===== config.mk =====
export PLATFORM = sky130hd
export DESIGN_NAME = irq_encoder_8to3
export DESIGN_NICKNAME = d
export VERILOG_FILES = /design/src/rtl/coder_pkg.sv /design/src/rtl/prio_sel8.sv /design/src/rtl/irq_encoder_8to3.sv
export SDC_FILE = /design/constraint.sdc
export NUM_CORES = 1
export LEC_CHECK = 0
export ABC_AREA = 1
export CORE_MARGIN = 4
export CORE_UTILIZATION = 43
export DETAILED_ROUTE_END_ITERATION = 8
export PLACE_DENSITY = 0.77
export SLEW_MARGIN = 0
export SYNTH_ARGS = -nofsm -noshare
export SYNTH_HDL_FRONTEND = slang
export SYNTH_SLANG_ARGS = --single-unit

===== constraint.sdc =====
create_clock -name clk -period 2.1 [get_ports clk]
set_clock_uncertainty 0.2 [all_clocks]
set_input_delay 0.42 -clock clk [delete_from_list [all_inputs] [get_ports clk]]
set_output_delay 0.42 -clock clk [all_outputs]
set_load 0.01 [all_outputs]

===== src/rtl/coder_pkg.sv =====
// Shared definitions for the request encoder and the matching 3:8 decoder.
// Latency: n/a (constants and a combinational helper only).
// Backpressure: n/a.
//
// Contents:
//   NUM_IN  number of request lines (this revision: 8)
//   CODE_W  binary code width, equal to $clog2(NUM_IN)
//   onehot  code -> NUM_IN-bit one-hot, used on both sides of the code/one-hot round trip
package coder_pkg;

  localparam int NUM_IN = 8;
  localparam int CODE_W = 3;

  function automatic logic [NUM_IN-1:0] onehot(input logic [CODE_W-1:0] code);
    logic [NUM_IN-1:0] oh;
    oh       = '0;
    oh[code] = 1'b1;
    return oh;
  endfunction

endpackage


===== src/rtl/prio_sel8.sv =====
// Combinational 8-input priority selector: binary index of the winning set bit.
// Latency: 0 cycles (pure combinational).
// Backpressure: none; output follows input.
//
// Ports:
//   in   [7:0]  candidate mask
//   idx  [2:0]  winning index (HIGH_PRI=1: highest set bit, 0: lowest); 0 when in==0
//   any         at least one bit of in is set
module prio_sel8 #(
  parameter int HIGH_PRI = 1
) (
  input  logic [7:0] in,
  output logic [2:0] idx,
  output logic       any
);

  // The scan direction is chosen so the last match written is the winner.
  always_comb begin
    idx = 3'd0;
    any = |in;
    if (HIGH_PRI != 0) begin
      for (int i = 0; i < 8; i++) begin
        if (in[i]) idx = i[2:0];
      end
    end else begin
      for (int i = 7; i >= 0; i--) begin
        if (in[i]) idx = i[2:0];
      end
    end
  end

endmodule


===== src/rtl/irq_encoder_8to3.sv =====
// Sticky 8-line request collector issuing the binary index of the winning pending request.
// Latency: req sampled at an edge -> pending after that edge -> out_valid one edge later (when idle).
// Backpressure: a presented code holds while out_ready=0 (no preemption); accept reloads back-to-back.
//
// Ports:
//   clk        rising-edge clock
//   rst_n      asynchronous active-low reset
//   en         capture/issue enable (a presented code stays valid while en=0)
//   clr        synchronous flush of pending, out_valid and coalesced; overrides out_ready
//   req        level-sampled request lines
//   out_code   index of the presented request (holds its last value while out_valid=0)
//   out_valid  out_code is valid
//   out_ready  consumer accepts out_code this cycle
//   pending    registered sticky request mask
//   coalesced  1-cycle pulse: a request was sampled while its bit was already pending
module irq_encoder_8to3
  import coder_pkg::*;
#(
  parameter int HIGH_PRI = 1
) (
  input  logic              clk,
  input  logic              rst_n,
  input  logic              en,
  input  logic              clr,
  input  logic [NUM_IN-1:0] req,
  output logic [CODE_W-1:0] out_code,
  output logic              out_valid,
  input  logic              out_ready,
  output logic [NUM_IN-1:0] pending,
  output logic              coalesced
);

  logic              acc;
  logic [NUM_IN-1:0] acc_mask;
  logic [NUM_IN-1:0] req_en;
  logic [NUM_IN-1:0] pend_left;
  logic [CODE_W-1:0] cur_idx;
  logic              cur_any;
  logic [CODE_W-1:0] nxt_idx;
  logic              nxt_any;

  logic [NUM_IN-1:0] pending_nxt;
  logic              coalesced_nxt;
  logic [CODE_W-1:0] code_nxt;
  logic              valid_nxt;

  assign acc       = out_valid & out_ready;
  assign acc_mask  = acc ? onehot(out_code) : '0;
  assign req_en    = req & {NUM_IN{en}};
  // What remains pending once this cycle's accepted request is retired.
  assign pend_left = pending & ~acc_mask;

  // Selection for the idle case (nothing presented, so nothing retires).
  prio_sel8 #(.HIGH_PRI(HIGH_PRI)) u_sel_cur (
    .in  (pending),
    .idx (cur_idx),
    .any (cur_any)
  );

  // Selection for the back-to-back case, excluding the bit being accepted.
  prio_sel8 #(.HIGH_PRI(HIGH_PRI)) u_sel_nxt (
    .in  (pend_left),
    .idx (nxt_idx),
    .any (nxt_any)
  );

  always_comb begin
    // A request on the bit being retired re-arms it (set wins over clear); it is
    // a fresh request, not a coalesced one.
    pending_nxt   = pend_left | req_en;
    coalesced_nxt = |(req_en & pend_left);
    code_nxt      = out_code;
    valid_nxt     = out_valid;

    if (!out_valid) begin
      if (en && cur_any) begin
        code_nxt  = cur_idx;
        valid_nxt = 1'b1;
      end
    end else if (out_ready) begin
      // Requests captured this same cycle are not yet visible here; they are
      // picked up from pending on the following idle cycle.
      if (en && nxt_any) begin
        code_nxt  = nxt_idx;
        valid_nxt = 1'b1;
      end else begin
        valid_nxt = 1'b0;
      end
    end
    // Stall: code and valid hold, even if a higher-priority request arrives.

    if (clr) begin
      pending_nxt   = '0;
      coalesced_nxt = 1'b0;
      valid_nxt     = 1'b0;
      code_nxt      = out_code;
    end
  end

  always_ff @(posedge clk or negedge rst_n) begin
    if (!rst_n) begin
      pending   <= '0;
      coalesced <= 1'b0;
      out_code  <= '0;
      out_valid <= 1'b0;
    end else begin
      pending   <= pending_nxt;
      coalesced <= coalesced_nxt;
      out_code  <= code_nxt;
      out_valid <= valid_nxt;
    end
  end

endmodule


==> key figures, run 1 <==
Synthesis
  – Area share of the leading cell type in the synthesized netlist: 0.437
  – Post-synthesis cell count: 105
  – Cell with the most instances after synthesis: sky130_fd_sc_hd__nand2_1
  – Distinct cell type count of the synthesized netlist: 16
  – Cell type contributing the most total cell area after synthesis: sky130_fd_sc_hd__dfrtp_1
  – Post-synthesis instance area: 744 µm²
  – Mean instance size in the synthesized netlist: 7.09 µm²
  – Number of synthesis warnings: 0
  – Fraction of the yosys area taken by sequential cells: 0.437
  – Number of flops mapped to enable cells by yosys: 0
  – Cell types occupying the most area after synthesis: sky130_fd_sc_hd__dfrtp_1 44%, sky130_fd_sc_hd__nand2_1 18%, sky130_fd_sc_hd__a21oi_1 7.4%
  – Most common library cells after synthesis: 35 x sky130_fd_sc_hd__nand2_1, 13 x sky130_fd_sc_hd__dfrtp_1, 11 x sky130_fd_sc_hd__a21oi_1, 11 x sky130_fd_sc_hd__nor2_1
  – Async S/R FF share, synth: 1.00
  – Most common flop cell mapped by yosys: sky130_fd_sc_hd__dfrtp_1
  – FF+latch count, synth: 13
  – Synthesized netlist net count: 118

Pwr
  – VDD IR max: 0.458 mV
  – Overall power consumption: 0.762 mW
  – Static Leak: 0.543 nW
  – Pwr/cell area: 666 nW/µm²

Global routing
  – Number of global-route vias before repair: 855
  – Global-route wire length before repair: 3660 µm
  – Met1 global-route usage: 0.225
  – Busiest metal layer after global routing: met2
  – Met2 track demand over resource: 0.317
  – Antenna violations before repair: 0
  – Met3 GRT Util: 0.0663
  – Combined global-route utilization of all metal layers: 0.191
  – Global-route congestion overflow total: 0
  – Maximum number of pins on one net before global-route repair: 14

Clocking
  – Number of clock buffers inserted by TritonCTS: 3
  – TritonCTS clock tree: done
  – CTS clk-pin slew, worst paths: 0.08 ns
  – Cell at the root of the clock tree: sky130_fd_sc_hd__clkbuf_4
  – Buffer levels on the longest clock path: 2
  – Clk sink count: 13
  – Insertion delay of the later-clocked pin in the worst-skew pair: 0.28 ns
  – Number of hold buffers added after cts: 0
  – Maximum level of the CTS H-tree: 1

Critical path
  – Internal reg-to-reg setup slack: 0.34 ns
  – CP Class: primary input to flip-flop
  – Required time reported for the critical path endpoint: 2.12 ns
  – Arrival time at the worst endpoint: 1.99 ns
  – Endpoint of the most critical register-to-register path: out_code[0]
  – Launching instance or port of the critical path: out_ready
  – Cells on worst reg2reg path: 12
  – Sort of element at the start of the critical path: primary input
  – Biggest fanout along the worst timing path: 4
  – Launch instance of the worst register-to-register path: out_valid
  – Critical Path Sink: out_code[0]
  – Nature of the critical path endpoint: flip-flop

STA
  – Max Clock Freq: 507 MHz
  – Normalized max-slew margin: 0.593
  – Pin slew with the least headroom to its limit: 0.609 ns
  – Count of final hold-check violations: 0
  – Unrepaired setup endpoints after global routing: false
  – Final count of negative-setup-slack endpoints: 0
  – Count of final max-slew check failures: 0
  – Post-layout minimum cycle time: 1.97 ns
  – Period utilisation layout: 0.938

Drt
  – Number of iterations in the first detailed-routing pass: 4
  – Average via count per standard cell: 5.21
  – Count of antenna-violating nets left after detailed routing: 0
  – Number of DRC violations after detailed-routing iteration 0: 28
  – Routed wire length per instance: 12.9 µm
  – Number of vias after detailed routing: 839
  – Wire length after detailed routing: 2070 µm
  – Number of design rule violations left after detail routing: 0

Finish
  – Area taken by flip-flops and latches: 325 µm²
  – Synthesis-to-finish area growth: 53.6%
  – Total area of multi-input combinational cells: 394 µm²
  – Post-Route Utilization: 0.725
  – Count of inserted antenna diode cells: 0
  – Fraction of final layout cells sized beyond drive strength 1: 0.200
  – Number of inserted filler cells in the final layout: 132
  – Post-layout nets: 159

Die
  – Die area: 2460 µm²
  – Die outline height: 49.6 µm
  – IO Count: 26
  – Core Box Area: 1580 µm²
  – Die outline width: 49.6 µm
  – Initial core utilization: 0.472
  – Std cell rows: 14

Place
  – Placer's final routability congestion estimate: 0.923
  – Port Buffer Count: 25
  – Half-perimeter wire length of the detailed placement result: 1650 µm

Worst hold path
  – Worst min-delay path class: primary input to async pin

Run
  – Number of max-cap violations: 0

Outcome
  – Run status: complete, no violations
==> registers in the layout (all words and copies together), names as in the netlist <==
register	cells
coalesced	1
out_valid	1
out_code	3
pending	8
==> critical path, stage by stage <==
cell and delay [ns]:
sky130_fd_sc_hd__clkdlybuf4s50_1 0.52, sky130_fd_sc_hd__nand2_2 0.12, sky130_fd_sc_hd__nor2_4 0.13, sky130_fd_sc_hd__nand2_1 0.09, sky130_fd_sc_hd__nand2_2 0.08, sky130_fd_sc_hd__nand2_2 0.05, sky130_fd_sc_hd__nor2_2 0.13, sky130_fd_sc_hd__nand2_1 0.11
sky130_fd_sc_hd__nand3_2 0.08, sky130_fd_sc_hd__nand2_2 0.07, sky130_fd_sc_hd__nand2_2 0.09, sky130_fd_sc_hd__nand2_1 0.05, sky130_fd_sc_hd__nand2_1 0.05
==> cell type report <==
type | instances | share of cell area
sequential | 13 | 0.284
multi-input combinational | 82 | 0.345
timing repair buffer | 38 | 0.304
inverter | 8 | 0.0263
clock buffer | 4 | 0.0230
tap | 16 | 0.0175
==> metal layers <==
layer  vias up  share of wire
met4         0          0.014
li1        423              -
met5         -              0
met1       382           0.44
met2        29           0.47
met3         5          0.073
==> cell usage in the layout (no fill, tap or decap), types with 2 or more instances in the layout <==
cell and instances:
sky130_fd_sc_hd__nand2_1 35, sky130_fd_sc_hd__nand3_1 6, sky130_fd_sc_hd__nand2_2 7, sky130_fd_sc_hd__nor2_1 10, sky130_fd_sc_hd__nor2_4 2, sky130_fd_sc_hd__dfrtp_1 13
sky130_fd_sc_hd__o22ai_1 4, sky130_fd_sc_hd__clkdlybuf4s50_1 25, sky130_fd_sc_hd__a21oi_1 11, sky130_fd_sc_hd__clkbuf_4 3, sky130_fd_sc_hd__buf_4 13, sky130_fd_sc_hd__inv_1 7
sky130_fd_sc_hd__nor3_1 2
==> how the worst min path moves through the flow <==
| stage | startpoint | endpoint | slack, ns | cells past startpoint |
|---|---|---|---|---|
| floorplan | rst_n | coalesced | -0.08 | 0 |
| global placement | out_code[1] | out_code[1] | 0.34 | 2 |
| detailed placement | out_code[1] | out_code[1] | 0.35 | 2 |
| CTS | rst_n | pending[1] | 0.34 | 1 |
| global route | rst_n | pending[0] | 0.36 | 1 |
| finish | rst_n | pending[0] | 0.31 | 1 |
==> kinds of logic after synthesis <==
kind of cell | Yosys count | synth area share
AO/OA/AOI/OAI | 17 | 0.129
buffers and inverters | 10 | 0.0504
flip-flops | 13 | 0.437
AND/OR/NAND/NOR | 65 | 0.383
==> what timing repair did <==
item,4_1_cts,5_1_grt
endpoints found under the setup margin,0,3
setup buffers,0,0
resized for setup,0,3
==> power by group <==
part           total [mW]  switching [mW]  internal [mW]
Sequential          0.322          0.0402          0.281
Clock               0.158          0.0839         0.0738
Combinational       0.283           0.141          0.142
Total               0.762           0.265          0.497
==> per-stage QoR <==
stage / instance area, µm² / hold WS [ns] / TNS, ns / worst slack [ns] / cells
2_1_floorplan: 744 / -0.0756 / 0 / 0.470 / 105
3_3_place_gp: 1100 / 0.344 / -0.209 / -0.0672 / 157
3_5_place_dp: 1100 / 0.350 / -0.462 / -0.135 / 157
4_1_cts: 1130 / 0.336 / 0 / 0.144 / 161
5_1_grt: 1140 / 0.362 / 0 / 0.00765 / 161
6_report: 1140 / 0.312 / 0 / 0.129 / 161
(Power assumes the default switching activity.)
==> inputs of run 2 (changes only) <==
--- a/config.mk
+++ b/config.mk
@@ -8,8 +8,9 @@
 export ABC_AREA = 1
 export CORE_MARGIN = 4
 export CORE_UTILIZATION = 43
+export CTS_CLUSTER_DIAMETER = 40
 export DETAILED_ROUTE_END_ITERATION = 8
-export PLACE_DENSITY = 0.77
+export PLACE_DENSITY = 0.79
 export SLEW_MARGIN = 0
 export SYNTH_ARGS = -nofsm -noshare
 export SYNTH_HDL_FRONTEND = slang
==> run 2 against run 1 <==
First-iteration DRC count down 61%. Final area shrank 1.8%. Via count fell by 1.2%. Die area is the same. Largest power group unchanged.
==> key figures, run 2 (synthesized netlist as in run 1, its figures left out) <==
Outcome
  – Run status: complete, no violations

Finish
  – Number of flip-flops in the largest register: 8
  – Post-layout nets: 158
  – Number of non-filler instances in the completed layout: 160
  – Most common cell after layout, fill and taps aside: sky130_fd_sc_hd__nand2_1
  – Post-Route Utilization: 0.713
  – Synthesis-to-finish area growth: 50.9%
  – Top library cells by usage in the layout, fill and taps aside: 35 x sky130_fd_sc_hd__nand2_1, 25 x sky130_fd_sc_hd__clkdlybuf4s50_1, 13 x sky130_fd_sc_hd__dfrtp_1
  – Fraction of final layout cells sized beyond drive strength 1: 0.188
  – Count of inserted antenna diode cells: 0
  – Register name with the most flops: pending
  – Largest registers in the final layout: pending x8, out_code x3
  – Non-Filler Cell Area, Final: 1120 µm²

Critical path
  – Critical Path Sink: out_code[1]
  – Endpoint of the most critical register-to-register path: out_code[1]
  – CP Class: primary input to flip-flop
  – Arrival time at the worst endpoint: 1.90 ns
  – Sort of element at the start of the critical path: primary input
  – Biggest fanout along the worst timing path: 4
  – Cells on worst reg2reg path: 11
  – Nature of the critical path endpoint: flip-flop
  – Launching instance or port of the critical path: out_ready
  – Internal reg-to-reg setup slack: 0.38 ns
  – Launch instance of the worst register-to-register path: out_valid
  – Required time reported for the critical path endpoint: 2.07 ns

Clocking
  – CTS clk-pin slew, worst paths: 0.08 ns
  – Number of setup buffers added after CTS: 0
  – Post-cts resize count: 0
  – Buffer levels on the longest clock path: 2
  – Maximum level of the CTS H-tree: 1
  – Clk sink count: 13
  – Insertion delay of the later-clocked pin in the worst-skew pair: 0.28 ns
  – Number of hold buffers added after cts: 0
  – Cell at the root of the clock tree: sky130_fd_sc_hd__clkbuf_4
  – Number of clock buffers inserted by TritonCTS: 3
  – TritonCTS clock tree: done

Drt
  – Number of vias after detailed routing: 829
  – Count of antenna-violating nets left after detailed routing: 0
  – Number of iterations in the first detailed-routing pass: 4
  – Number of design rule violations left after detail routing: 0
  – Number of DRC violations after detailed-routing iteration 0: 11
  – Routed wire length per instance: 12.6 µm
  – Wire length after detailed routing: 2020 µm
  – Average via count per standard cell: 5.18

Die
  – Die outline height: 49.6 µm
  – Die outline width: 49.6 µm
  – Std cell rows: 14
  – Core Box Area: 1580 µm²
  – Initial core utilization: 0.472
  – IO Count: 26
  – Die area: 2460 µm²

Global routing
  – Maximum number of pins on one net before global-route repair: 14
  – Antenna violations before repair: 0
  – Global-route wire length before repair: 3410 µm
  – Combined global-route utilization of all metal layers: 0.180
  – Number of global-route vias before repair: 822
  – Global-route congestion overflow total: 0

STA
  – Final count of negative-setup-slack endpoints: 0
  – Count of final hold-check violations: 0
  – Post-layout minimum cycle time: 1.93 ns
  – Post-route setup TNS: 0 ns
  – Hold WS: 0.307 ns
  – Unrepaired setup endpoints after global routing: false
  – Pin slew with the least headroom to its limit: 0.589 ns
  – Period utilisation layout: 0.918
  – Setup slack after layout: 0.171 ns
  – Count of final max-slew check failures: 0
  – Normalized max-slew margin: 0.606
  – Max Clock Freq: 518 MHz

Pwr
  – Pwr/cell area: 669 nW/µm²
  – Static Leak: 0.538 nW
  – Part of the total power dissipated in combinational logic: 0.364
  – Switching Share: 0.343
  – VDD IR max: 0.458 mV
  – Sequential fraction of design power: 0.426
  – Overall power consumption: 0.752 mW
  – Clock network power share: 0.210
  – Power Internal: 0.494 mW
  – Switching power: 0.258 mW

Run
  – Number of max-cap violations: 0

Place
  – Placer's final routability congestion estimate: 0.902
  – Cell Count Post-Placement: 156
  – Setup WS pre-CTS: -0.118 ns
  – Area after detailed placement: 1100 µm²
  – Port Buffer Count: 25
  – Half-perimeter wire length of the detailed placement result: 1640 µm

Worst hold path
  – Worst min-delay path class: primary input to async pin
[run 2: metal layers]
layer	share of wire	vias up	global-route usage	routed length, µm
met5	0	-	0	0
met4	0.019	0	0.0876	38
met3	0.048	6	0.0392	97
met2	0.48	25	0.315	973
met1	0.45	373	0.203	906
li1	-	425	-	-
[run 2: final cells by class]
| type | instances | area, µm² |
|---|---|---|
| fill | 126 | 453 |
| multi-input combinational | 82 | 382 |
| timing repair buffer | 37 | 340 |
| sequential | 13 | 325 |
| inverter | 8 | 30.0 |
| clock buffer | 4 | 26.3 |
| tap | 16 | 20.0 |
[run 2: how the worst min path moves through the flow]
stage             endpoint  slack, ns  cells after the start   startpoint
2_1_floorplan    coalesced      -0.08                      0        rst_n
3_3_place_gp   out_code[2]       0.32                      2  out_code[2]
3_5_place_dp   out_code[2]       0.34                      2  out_code[2]
4_1_cts         pending[0]       0.34                      1        rst_n
5_1_grt        out_code[1]       0.37                      1        rst_n
6_report        pending[0]       0.31                      1        rst_n
[run 2: worst max-delay path, stage by stage]
cell                              delay [ns]
sky130_fd_sc_hd__clkdlybuf4s50_1        0.52
sky130_fd_sc_hd__nand2_2                0.09
sky130_fd_sc_hd__nor2_2                 0.16
sky130_fd_sc_hd__nand2_1                0.11
sky130_fd_sc_hd__nand2_2                0.07
sky130_fd_sc_hd__nand2_1                0.07
sky130_fd_sc_hd__nor2_2                 0.10
sky130_fd_sc_hd__nand2_1                0.08
sky130_fd_sc_hd__nand3_2                0.07
sky130_fd_sc_hd__nand2_2                0.07
sky130_fd_sc_hd__nand3_1                0.08
sky130_fd_sc_hd__nand2_1                0.05
[run 2: power groups by stage]
stage,clock network (mW),registers (mW),logic (mW)
after global routing,0.177,0.327,0.301
after detailed placement,0,0.325,0.274
after CTS,0.161,0.320,0.276
after global placement,0,0.321,0.269
after floorplan,0,0.332,0.119
final,0.158,0.320,0.274
